`src/rtl/iflow_decode_bus.sv`:
```
// iflow_decode_bus
//   Instruction-execution control slice: phase generator, three-state decoder
//   FSM (IDLE -> EXEC -> COMMIT) and a registered source->destination crossbar.
//
// Ports
//   clk, reset                 single clock, synchronous active-high reset
//   instruction_in/_ready      opcode from fetcher and its valid strobe
//   addr_in                    effective address from fetcher
//   *_in                       bus sources (PC, SP, ADD, X, Y, STAT, MEM, IMM,
//                              FETCH, DECODE, ALU)
//   fetch_selector             fetcher-owned source select for fetch_out
//   phi1, phi2                 non-overlapping phase enables
//   we                         write enables {DOUT,STAT,Y,X,ADD,SP,PC}
//   instruction_done           one-cycle pulse in the commit cycle
//   opp, mem_addr              latched opcode and effective address
//   *_out                      registered bus destinations
module iflow_decode_bus #(
    parameter int REG_WIDTH  = 8,
    parameter int ADDR_WIDTH = 16,
    parameter int WE_WIDTH   = 7
) (
    input  logic                  clk,
    input  logic                  reset,
    input  logic [REG_WIDTH-1:0]  instruction_in,
    input  logic                  instruction_ready,
    input  logic [ADDR_WIDTH-1:0] addr_in,
    input  logic [REG_WIDTH-1:0]  pc_in,
    input  logic [REG_WIDTH-1:0]  sp_in,
    input  logic [REG_WIDTH-1:0]  add_in,
    input  logic [REG_WIDTH-1:0]  x_in,
    input  logic [REG_WIDTH-1:0]  y_in,
    input  logic [REG_WIDTH-1:0]  stat_in,
    input  logic [REG_WIDTH-1:0]  mem_in,
    input  logic [REG_WIDTH-1:0]  imm_in,
    input  logic [REG_WIDTH-1:0]  fetch_in,
    input  logic [REG_WIDTH-1:0]  decode_in,
    input  logic [REG_WIDTH-1:0]  alu_in,
    input  logic [3:0]            fetch_selector,
    output logic                  phi1,
    output logic                  phi2,
    output logic [WE_WIDTH-1:0]   we,
    output logic                  instruction_done,
    output logic [REG_WIDTH-1:0]  opp,
    output logic [ADDR_WIDTH-1:0] mem_addr,
    output logic [REG_WIDTH-1:0]  pc_out,
    output logic [REG_WIDTH-1:0]  sp_out,
    output logic [REG_WIDTH-1:0]  add_out,
    output logic [REG_WIDTH-1:0]  x_out,
    output logic [REG_WIDTH-1:0]  y_out,
    output logic [REG_WIDTH-1:0]  stat_out,
    output logic [REG_WIDTH-1:0]  mem_out,
    output logic [REG_WIDTH-1:0]  fetch_out,
    output logic [REG_WIDTH-1:0]  decode_out,
    output logic [REG_WIDTH-1:0]  alu0_out,
    output logic [REG_WIDTH-1:0]  alu1_out
);

    localparam logic [3:0] SEL_Y    = 4'd4;
    localparam logic [3:0] SEL_MEM  = 4'd6;
    localparam logic [3:0] SEL_IMM  = 4'd7;
    localparam logic [3:0] SEL_NONE = 4'd15;

    localparam logic [1:0] ST_IDLE   = 2'd0;
    localparam logic [1:0] ST_EXEC   = 2'd1;
    localparam logic [1:0] ST_COMMIT = 2'd2;

    localparam int WE_ADD  = 2;
    localparam int WE_Y    = 4;
    localparam int WE_DOUT = 6;

    logic                phase;
    logic [1:0]          state;
    logic [3:0]          add_sel, y_sel, mem_sel;
    logic [WE_WIDTH-1:0] we_dec;

    // Source crossbar: codes 11..15 select nothing and yield zero.
    function automatic logic [REG_WIDTH-1:0] route(input logic [3:0] sel);
        case (sel)
            4'd0:    route = pc_in;
            4'd1:    route = sp_in;
            4'd2:    route = add_in;
            4'd3:    route = x_in;
            4'd4:    route = y_in;
            4'd5:    route = stat_in;
            4'd6:    route = mem_in;
            4'd7:    route = imm_in;
            4'd8:    route = fetch_in;
            4'd9:    route = decode_in;
            4'd10:   route = alu_in;
            default: route = '0;
        endcase
    endfunction

    // Per-opcode selectors and write enables. Selectors are live in both EXEC
    // and COMMIT so the routed value is stable while the write is committed;
    // the write-enable pattern is only registered out on the EXEC->COMMIT edge.
    always_comb begin
        add_sel = SEL_NONE;
        y_sel   = SEL_NONE;
        mem_sel = SEL_NONE;
        we_dec  = '0;
        case (opp)
            8'hA5, 8'hAD: begin add_sel = SEL_MEM; we_dec[WE_ADD]  = 1'b1; end
            8'hA0:        begin y_sel   = SEL_IMM; we_dec[WE_Y]    = 1'b1; end
            8'h84:        begin mem_sel = SEL_Y;   we_dec[WE_DOUT] = 1'b1; end
            default:      ;
        endcase
        if (state == ST_IDLE) begin
            add_sel = SEL_NONE;
            y_sel   = SEL_NONE;
            mem_sel = SEL_NONE;
        end
    end

    assign phi1 = ~phase;
    assign phi2 = phase;

    always_ff @(posedge clk) begin
        if (reset) begin
            phase            <= 1'b0;
            state            <= ST_IDLE;
            we               <= '0;
            instruction_done <= 1'b0;
            opp              <= '0;
            mem_addr         <= '0;
            pc_out           <= '0;
            sp_out           <= '0;
            add_out          <= '0;
            x_out            <= '0;
            y_out            <= '0;
            stat_out         <= '0;
            mem_out          <= '0;
            fetch_out        <= '0;
            decode_out       <= '0;
            alu0_out         <= '0;
            alu1_out         <= '0;
        end else begin
            phase <= ~phase;

            case (state)
                ST_IDLE: begin
                    we               <= '0;
                    instruction_done <= 1'b0;
                    if (instruction_ready) begin
                        opp      <= instruction_in;
                        mem_addr <= addr_in;
                        state    <= ST_EXEC;
                    end
                end
                ST_EXEC: begin
                    we               <= we_dec;
                    instruction_done <= 1'b1;
                    state            <= ST_COMMIT;
                end
                default: begin
                    we               <= '0;
                    instruction_done <= 1'b0;
                    state            <= ST_IDLE;
                end
            endcase

            // Destinations without a decoder-driven selector always load NONE.
            pc_out     <= route(SEL_NONE);
            sp_out     <= route(SEL_NONE);
            add_out    <= route(add_sel);
            x_out      <= route(SEL_NONE);
            y_out      <= route(y_sel);
            stat_out   <= route(SEL_NONE);
            mem_out    <= route(mem_sel);
            fetch_out  <= route(fetch_selector);
            decode_out <= route(SEL_NONE);
            alu0_out   <= route(SEL_NONE);
            alu1_out   <= route(SEL_NONE);
        end
    end

endmodule

```
`config.mk`:
```
export PLATFORM = sky130hd
export DESIGN_NAME = iflow_decode_bus
export DESIGN_NICKNAME = d
export VERILOG_FILES = /design/src/rtl/iflow_decode_bus.sv
export SDC_FILE = /design/constraint.sdc
export NUM_CORES = 1
export LEC_CHECK = 0
export ABC_AREA = 1
export BUFFER_PORTS_ARGS = -buffer_cell sky130_fd_sc_hd__clkbuf_2
export CAP_MARGIN = 15
export CORE_ASPECT_RATIO = 0.75
export CORE_UTILIZATION = 30
export CTS_CLUSTER_DIAMETER = 50
export DETAILED_ROUTE_END_ITERATION = 8
export PLACE_DENSITY = 0.72
export SLEW_MARGIN = 20
export SYNTH_ARGS = -nofsm -noshare
export SYNTH_HDL_FRONTEND = slang
export SYNTH_SLANG_ARGS = --single-unit
```
`constraint.sdc`:
```
create_clock -name clk -period 2 [get_ports clk]
set_input_delay 0.2 -clock clk [delete_from_list [all_inputs] [get_ports clk]]
set_output_delay 0.2 -clock clk [all_outputs]
set_load 0.02 [all_outputs]
```
=== After elaboration in Yosys (flattened, before gate mapping) ===
Index checks and enable logic that the tools add are counted.

* Flip-flop bits (word level): 67
* Latch bits: 0
* Memory bits (writable): 0
* ROM bits: 0
* Input bits: 119
* Output and inout bits: 122
* Memories: 0

* $add $sub $neg: 0
* Multipliers: 0
* Divide/modulo/power cells: 0
* Magnitude comparators: 0
* Equality and inequality tests: 46
* Shift operators: 0
* Multiplexer cells: 16
* Bitwise operators: 2
* Reduce and logical (&&, ||, !) cells: 8

{| class="wikitable"
|+ Operator list
! cell !! number
|-
| 8-bit case mux with 11 select lines || 4
|-
| 4-bit by 3-bit equality test with 1-bit output (second input constant) || 16
|-
| 4-bit equality test (second input constant) || 12
|-
| 4-bit by 2-bit equality test with 1-bit output (second input constant) || 8
|-
| 8-bit equality test (second input constant) || 4
|-
| 4-bit 2-to-1 mux || 6
|-
| 4-bit by 1-bit equality test with 1-bit output (second input constant) || 4
|-
| 4-bit zero test || 4
|-
| 1-bit 2-to-1 mux || 4
|-
| 2-bit case mux with 2 select lines || 1
|-
| 2-bit OR reduction || 2
|-
| 2-bit by 1-bit equality test with 1-bit output (second input constant) || 1
|-
| 2-bit zero test || 1
|-
| 2-bit 2-to-1 mux || 1
|-
| 2-bit inequality test (second input constant) || 1
|-
| 1-bit NOT || 2
|-
| 2-bit AND reduction || 1
|}

=== Longest topological paths before layout ===
Gate-level depths: netlist of the first run.

* Depth in word-level cells: 6
* Depth in mapped cells: 9
* Depth with buffers taken out: 9

=== Worst setup path before layout of the first run ===
OpenSTA, ideal clock, no wires.

* Path kind: register to register
* From: reg opp[5]
* To: reg add_out[0]
* Library setup time: 72 ps
* Data arrival time: 1226 ps
* Path slack: 702 ps
* Stages on the path, launching flop included: 5
* Clock period less this slack: 1298 ps
* Path through: dfxtp_1 -> inv_1 -> nor3_1 -> nand4_1 -> nor2_1

* Word-level cells in the longest chain between the ends: 6
* Elaborated cells between the ends (all ways): 17

{| class="wikitable"
|+ RTL lines
! what !! line !! source
|-
| from (decl) || 43 || <nowiki>output logic [REG_WIDTH-1:0] opp,</nowiki>
|-
| from (signal assigned) || 145 || <nowiki>opp <= instruction_in;</nowiki>
|-
| 8-bit equality test || 102 || <nowiki>case (opp)</nowiki>
|-
| 2-bit OR reduction * || 102 ||
|-
| 4-bit 2-to-1 mux * || 102 ||
|-
| 4-bit 2-to-1 mux * || 108 || <nowiki>if (state == ST_IDLE) begin</nowiki>
|-
| 4-bit equality test (tied with other cells) || 78 || <nowiki>case (sel)</nowiki>
|-
| 8-bit case mux with 11 select lines * || 78 ||
|-
| to (signal assigned) || 165 || <nowiki>add_out <= route(add_sel);</nowiki>
|-
| to (decl) || 47 || <nowiki>output logic [REG_WIDTH-1:0] add_out,</nowiki>
|}

Every way passes the cells marked *; elsewhere a longest branch is shown, timed or not.
A chain may end at the register's enable or synchronous reset.

=== Final worst setup path of the first run ===
* From: reg opp[6]
* To: reg add_out[2]

Same word-level chain as after synthesis.

==> results.cfg, run 1 <==
[critical_path]
cp.required_ns = 2.24
crit_family = simple AND/OR/NAND/NOR gates
reg2reg_slack_ns = 0.49
worstSetupPathType = reg -> reg
max_stage_delay_ns = 0.44
start_kind = flop
cp.arrival_ns = 1.75
critPathSlowestCell = nand4_1
endpoint_kind = flop
path_cells = inv_1 > nand2_1 > nor3_1 > nand4_1 > nor2_1
crit_path_max_fanout = 8
cp_num_buf_inv = 1

[pwr]
power_switching_mw = 1.04
p_int_mw = 2.48
leakage_nw = 2.60
max-vdd-ir-drop_mv = 0.404
powerDensity_mw_per_mm2 = 796
power_frac_comb = 0.179
power_frac_seq = 0.383
netSwitchingFraction = 0.296
pwr-share-clk = 0.439

[clock_network]
hold_buffers = 0
numCtsBuffers = 9
cts_sinks = 63
path_clk_slew_ns = 0.06
cts_resized = 0
clk_latency_ns = 0.32
h-tree-depth = 3
cts_tree = built
cts_setup_buffers = 0
cts-root-buf = clkbuf_16
cts_buffer_depth = 2

[yosys]
synth_common_cells = nor2_1, nand2_1, nand3_1
syn_area_mm2 = 0.00333
synthFlopType = dfxtp_1
synth_top_area_cell = dfxtp_1
yosysTopAreaCellShare = 0.379
synth.most_common_cell = nor2_1
ys_ff_latch = 63
syn_area_per_cell_um2 = 6.60
yosysWarnings = 0
synth-edff-count = 0
ys_types = 16
seq_area_frac_synth = 0.379
synthArstFlopShare = 0
synth_area_leaders = dfxtp_1, buf_4, nor2_1
netlist_instances = 505

[global_route]
grt_pass1_vias = 2999
antenna_found_initial = 0
grt_pass1_wl_um = 14900
grt_max_degree = 29
grt_usage = 0.173
gr-total-overflow = 0

[timing]
final_hold_viol_count = 0
fmax_ghz = 0.663
rsz0062_at_grt = false
worst_slew_pin_slew_ns = 0.600
skew_ns = 0.00458
fin_crit_sh = 0.754
setup_ws_ns = 0.492
tns_ns = 0
relSlewSlack = 0.599
fin_crit_ns = 1.51
setup_viol = 0
drv_slew = 0

[finish]
diodes = 0
fin_nets = 803
layout-drive-gt1-share = 0.302
register_area_mm2 = 0.00126
fillers = 1142
multi_input_area_mm2 = 0.00153
syn2layout_area_growth_pct = 33.0

[placement]
gp_congestion = 0.828
place_hpwl_um = 8260
io_buffers = 180
pre_cts_slack_ns = 0.507

[die]
initial_core_util = 0.316
pin_count = 241
rows = 32
dieArea_mm2 = 0.0115
fp.dieH_um = 93.3
fp.coreArea_mm2 = 0.0105
die_x_um = 124

[route]
drc_errors = 0
drtIter0Drc = 197
viasPerCell = 4.18
vias = 3445
post_drt_wl_per_cell_um = 12.4
totalWireLength_um = 10200
firstDrtPassIters = 4
detail-route-antenna-nets = 0

[min_path]
worst_hold_path_type = in -> reg

[run]
drv_cap = 0

[status]
status = completed
[path summary, 6_finish.rpt]
kind              startpoint          to  cells past startpoint
setup reg to reg      opp[6]  add_out[2]                      5
setup / recovery      opp[6]  add_out[2]                      5
hold / removal     imm_in[0]    y_out[0]                      3
hold reg to reg         phi2        phi2                      1
[flip-flops by register name, indices dropped and copies added (netlist names)]
| register | flops |
|---|---|
| add_out | 8 |
| opp | 8 |
| we | 3 |
| fetch_out | 8 |
| y_out | 8 |
| instruction_done | 1 |
| phi2 | 1 |
| mem_out | 8 |
| state | 2 |
| mem_addr | 16 |
[cells by family after synthesis]
group | count (synthesis) | synth area share
and+or+nand+nor | 277 | 0.348
buffers and inverters | 136 | 0.230
AOI/OAI and AO/OA | 28 | 0.0421
other | 1 | 0.00113
DFF | 63 | 0.379
[power by group through the flow]
stage | Clock (mW) | Sequential, mW | Combinational [mW]
2_1_floorplan | 0 | 1.44 | 0.399
6_report | 1.55 | 1.35 | 0.630
3_3_place_gp | 0 | 1.37 | 0.627
5_1_grt | 1.65 | 1.36 | 0.693
4_1_cts | 1.60 | 1.35 | 0.631
3_5_place_dp | 0 | 1.38 | 0.629
[worst reg2reg max path: stages (launching register included)]
cell and delay (ns):
dfxtp_1 0.31, inv_1 0.07, nand2_1 0.06, nor3_1 0.32, nand4_1 0.44, nor2_1 0.24
[layer usage]
metal  global-route usage  wire length, um
met1                0.235             4890
met4               0.0382               85
met5                    0                0
met3               0.0530              787
met2                0.267             4450
[area by class of cell]
class,count,share of cell area
clock buffers,9,0.0508
flip-flops and latches,63,0.285
clock inverters,7,0.0164
well taps,136,0.0384
repair buffers,185,0.215
multi-input cells,365,0.344
inverters,60,0.0508
[layout by cell type (no fill, tap or decap), drive strengths merged]
cell	netlist	final
buf	69	5
nor2	118	118
clkinvlp	0	2
inv	60	61
nand4	1	1
clkinv	0	3
conb	1	60
clkbuf	7	189
nand3	66	66
a21oi	4	4
dfxtp	63	63
o21ai	24	24
nand2	85	85
bufinv	0	1
nor3	7	7
[metrics by stage]
step                hold slack (ns)   util  power, mW  cell area (um2)  std cells
global placement              0.412  0.393       2.00             4130        809
floorplan                     0.312      -       1.84             3550        564
CTS                          0.0681  0.421       3.58             4430        825
finish                       0.0826  0.421       3.53             4430        825
detailed placement            0.418  0.393       2.01             4130        809
global route                 0.0737  0.421       3.70             4430        825
Note: power is estimated with default switching activity, not from simulation.
==> run 2, diff against run 1 <==
Settings changed: ABC_AREA 1 to 0.
Clock period 2 ns to 1.4 ns, I/O delays scaled along.
==> run 2 against run 1 <==
  * The run now ends with setup timing left
  * Synthesized cell count fell by 28%
  * Via count fell by 8.0%
  * Cell area rose by 5.6%
  * Final cell count fell by 14%
  * Critical endpoint is now mem_out[5]
  * Largest cell class unchanged
==> results.cfg, run 2 <==
[pwr]
power_frac_comb = 0.187
power_switching_mw = 1.39
p_int_mw = 3.81
netSwitchingFraction = 0.267
powerDensity_mw_per_mm2 = 1110
pwr-share-clk = 0.448
max-vdd-ir-drop_mv = 0.555
leakage_nw = 2.34
power_frac_seq = 0.365

[finish]
layout_commonest_cell = clkbuf_2
syn2layout_area_growth_pct = 41.0
top_register = mem_addr
final_cells = 712
fin_nets = 691
largest_register_ff_count = 16
design_area_mm2 = 0.00468
diodes = 0
layout-drive-gt1-share = 0.453
fillers = 1041
mostFrequentLayoutCells = clkbuf_2, dfxtp_1, conb_1, nand2_1, buf_4

[yosys]
seq_area_frac_synth = 0.380
synth_top_family_by_area = simple AND/OR/NAND/NOR gates
synthMuxAreaShare = 0.0931
synthAdderAreaFrac = 0
syn_area_per_cell_um2 = 9.09
synthXorXnorAreaFrac = 0
yosysWarnings = 0
yosysTopAreaCellShare = 0.380
synth-edff-count = 0
netlist_instances = 365
synth_top_area_cell = dfxtp_1
synth.most_common_cell = dfxtp_1
synthFlopType = dfxtp_1
synth_area_leaders = dfxtp_1, buf_4, nand2_1
synth_common_cells = dfxtp_1, buf_4, nand2_1
syn_area_mm2 = 0.00332
synth-compound-area-share = 0.143
ys_ff_latch = 63
synthSimpleGateAreaFrac = 0.213
synthArstFlopShare = 0
ys_types = 54

[die]
rows = 32
fp.dieH_um = 93.1
pin_count = 241
fp.coreArea_mm2 = 0.0105
initial_core_util = 0.315
dieArea_mm2 = 0.0115
die_x_um = 123

[global_route]
grt_pass1_wl_um = 14400
antenna_found_initial = 0
grt_usage = 0.167
grt_pass1_vias = 2929
gr-total-overflow = 0
grt_max_degree = 34

[clock_network]
path_clk_slew_ns = 0.05
cts_buffer_depth = 2
numCtsBuffers = 9
h-tree-depth = 3
cts-root-buf = clkbuf_16
cts_sinks = 63
cts_tree = built
clk_latency_ns = 0.32

[run]
drv_cap = 0

[timing]
setup_ws_ns = -0.118
tns_ns = -1.35
fin_crit_ns = 1.52
final_hold_viol_count = 0
drv_slew = 0
rsz0062_at_grt = true
setup_viol = 16
fin_crit_sh = 1.08
skew_ns = 0.00479
fmax_ghz = 0.659

[critical_path]
worstSetupPathType = reg -> reg
endpoint_kind = flop
cp.arrival_ns = 1.79
path_cells = or3_4 > or3_4 > nor2_4 > and2_4
cp.required_ns = 1.67
cp_num_buf_inv = 0
max_stage_delay_ns = 0.37
path_common_cell = or3_4
crit_family = simple AND/OR/NAND/NOR gates
crit_path_max_fanout = 8
critPathSlowestCell = or3_4
start_kind = flop

[route]
viasPerCell = 4.45
firstDrtPassIters = 5
detail-route-antenna-nets = 0
drc_errors = 0
vias = 3171
totalWireLength_um = 9990
drtIter0Drc = 115
post_drt_wl_per_cell_um = 14.0

[placement]
gp_congestion = 0.827
io_buffers = 180
post_dp_cell_area_mm2 = 0.00436
place_hpwl_um = 8050
place_inst = 697

[status]
violations = setup timing
status = finished, violations left

[min_path]
worst_hold_path_type = in -> reg
==> run 2: cells by family after synthesis <==
family / Yosys count
flops: 63
buf+inv: 82
simple gates: 131
other cells: 1
compound gates: 67
mux: 21
==> run 2: metal layers <==
layer  GRT usage  routed length (um)  part of all wire
met3      0.0543                 745             0.075
met1       0.199                4200              0.42
met5           0                   0                 0
met4      0.0492                  91            0.0091
met2       0.283                4950              0.50
==> run 2: final cells by class <==
cell class | instances | area, um2 | area share
Clock buffer | 9 | 225 | 0.0481
Timing Repair Buffer | 217 | 1200 | 0.257
Multi-Input combinational cell | 279 | 1720 | 0.368
Inverter | 2 | 7.51 | 0.00160
Sequential cell | 63 | 1260 | 0.270
Tap cell | 136 | 170 | 0.0364
Clock inverter | 6 | 86.3 | 0.0184
==> run 2: timing repair <==
item / 4_1_cts / 5_1_grt
pin swaps: 4 / 6
gates resized for setup: 0 / 3
hold buffers: 0 / 0
setup buffers: 0 / 0
setup endpoints to repair: 16 / 16
==> run 2: through the flow <==
| step | power, mW | worst slack, ns | util | hold slack [ns] |
|---|---|---|---|---|
| after floorplan | 2.63 | 0.0125 | - | 0.235 |
| after global placement | 2.88 | -0.0829 | 0.414 | 0.358 |
| after detailed placement | 2.90 | -0.104 | 0.414 | 0.361 |
| after CTS | 5.27 | -0.118 | 0.444 | 0.0182 |
| after global routing | 5.45 | -0.168 | 0.445 | 0.0180 |
| final | 5.20 | -0.118 | 0.445 | 0.0285 |
==> run 2: power by group through the flow <==
stage	Sequential [mW]	Clock, mW	Combinational [mW]
final	1.90	2.33	0.971
after global routing	1.90	2.49	1.06
after CTS	1.90	2.40	0.968
after detailed placement	1.94	0	0.963
after global placement	1.93	0	0.947
after floorplan	2.02	0	0.610
==> run 2: path summary, 6_finish.rpt <==
check	from	endpoint	slack, ns	cells after the start
setup / recovery	opp[0]	mem_out[5]	-0.12	4
setup reg to reg	opp[0]	mem_out[5]	-0.12	4
hold / removal	mem_in[2]	add_out[2]	0.03	2
hold reg to reg	phi2	phi2	0.43	1
==> run 2: worst register-to-register path: cells and delay by family (launching register included) <==
| kind | cells | cell delay (ns) |
|---|---|---|
| and+or+nand+nor | 4 | 1.16 |
| DFF | 1 | 0.32 |
==> run 3, diff against run 2 <==
Settings changed: CORE_MARGIN from default to 4.
==> run 3 against run 2 <==
  * The flow still finishes with violations (setup timing)
  * First-iteration DRC count up 37%
  * Non-clock buffer count up 3
  * Combinational power up 0.4%
  * Clock skew up 0.0038 ns
  * Core utilization up 0.12 points
  * Critical path depth unchanged
  * Count of clock-buffer cells in the layout up 1
  * Clock power down 5%
  * Critical endpoint is now mem_out[1]
==> results.cfg, run 3 (synthesis results as in run 2) <==
[critical_path]
start_kind = flop
cp.required_ns = 1.67
crit_path_max_fanout = 8
r2r_start = opp[0]
worstSetupPathType = reg -> reg
endpoint_kind = flop
cp.arrival_ns = 1.78
cp-startpoint = opp[0]

[global_route]
grt_max_degree = 25
grt_usage = 0.156
grt_pass1_vias = 3154
antenna_found_initial = 0
grt_pass1_wl_um = 15600
gr-total-overflow = 0

[route]
detail-route-antenna-nets = 0
drtIter0Drc = 158
drc_errors = 0
totalWireLength_um = 10600
post_drt_wl_per_cell_um = 14.8
vias = 3156
viasPerCell = 4.41
firstDrtPassIters = 4

[timing]
drv_slew = 0
final_hold_viol_count = 0
fmax_ghz = 0.661
fin_crit_ns = 1.51
rsz0062_at_grt = true
fin_crit_sh = 1.08
skew_ns = 0.00863
tns_ns = -1.36
setup_ws_ns = -0.113
setup_viol = 16

[die]
fp.dieH_um = 99.1
initial_core_util = 0.315
rows = 32
fp.coreArea_mm2 = 0.0105
die_x_um = 129
pin_count = 241
dieArea_mm2 = 0.0128

[finish]
design_area_mm2 = 0.00469
top_register = mem_addr
diodes = 0
largest_register_ff_count = 16
syn2layout_area_growth_pct = 41.4
layout_commonest_cell = clkbuf_2
mostFrequentLayoutCells = clkbuf_2, dfxtp_1, conb_1, nand2_1, buf_4
layout-drive-gt1-share = 0.457
fin_nets = 694

[clock_network]
numCtsBuffers = 9
clk_latency_ns = 0.33
h-tree-depth = 3
cts_sinks = 63
path_clk_slew_ns = 0.06
hold_buffers = 0
cts_buffer_depth = 2
cts-root-buf = clkbuf_16
cts_tree = built

[run]
drv_cap = 0

[pwr]
powerDensity_mw_per_mm2 = 1080
max-vdd-ir-drop_mv = 0.493
leakage_nw = 2.35

[status]
status = finished, violations left
violations = setup timing

[placement]
gp_congestion = 0.865
io_buffers = 180
place_hpwl_um = 8890
post_dp_cell_area_mm2 = 0.00438

[min_path]
worst_hold_path_type = in -> reg
min-delay-start = instruction_in[0]
[run 3: critical path, cell delays in order, from the launching register on]
cell and delay (ns):
dfxtp_2 0.31, or3_4 0.37, or3_4 0.37, nor2_4 0.23, and2_4 0.18
[run 3: per-stage QoR]
stage | utilization | hold slack [ns] | instances | setup slack [ns] | power, mW
2_1_floorplan | - | 0.235 | 424 | 0.0125 | 2.63
3_3_place_gp | 0.416 | 0.358 | 700 | -0.0670 | 2.89
3_5_place_dp | 0.416 | 0.364 | 700 | -0.0963 | 2.90
4_1_cts | 0.445 | 0.0131 | 716 | -0.116 | 5.16
5_1_grt | 0.446 | 0.0212 | 716 | -0.166 | 5.34
6_report | 0.446 | 0.0307 | 716 | -0.113 | 5.08
[run 3: what timing repair did]
action | 4_1_cts | 5_1_grt
resized for setup | 1 | 2
setup endpoints to repair | 21 | 16
buffers inserted | 0 | 0
pin swaps | 5 | 3
[run 3: routing by layer]
metal  global-route usage  share of wire  vias to the layer above
met3               0.0505          0.093                       10
li1                     -              -                     1556
met5                    0              0                        -
met4               0.0511          0.012                        0
met2                0.264           0.50                      139
met1                0.188           0.40                     1451
[run 3: report_power, final]
group	internal, mW	switching [mW]
Combinational	0.408	0.567
Sequential	1.86	0.0328
Clock	1.41	0.795
Total	3.69	1.40
[run 3: area by class of cell]
cell class                 instances  area (um2)
clock buffer                      10         239
clock inverter                     6        60.1
fill                            1032        5840
inverter                           2        7.51
multi-input combinational        279        1730
sequential                        63        1260
tap                              136         170
timing repair buffer             220        1230
[run 3: path summary, 6_finish.rpt]
| check | endpoint | slack (ns) | cells past startpoint |
|---|---|---|---|
| worst max-delay path | mem_out[1] | -0.11 | 4 |
| worst min-delay path | opp[0] | 0.03 | 3 |
| worst max register to register | mem_out[1] | -0.11 | 4 |
| worst min register to register | phi2 | 0.44 | 1 |
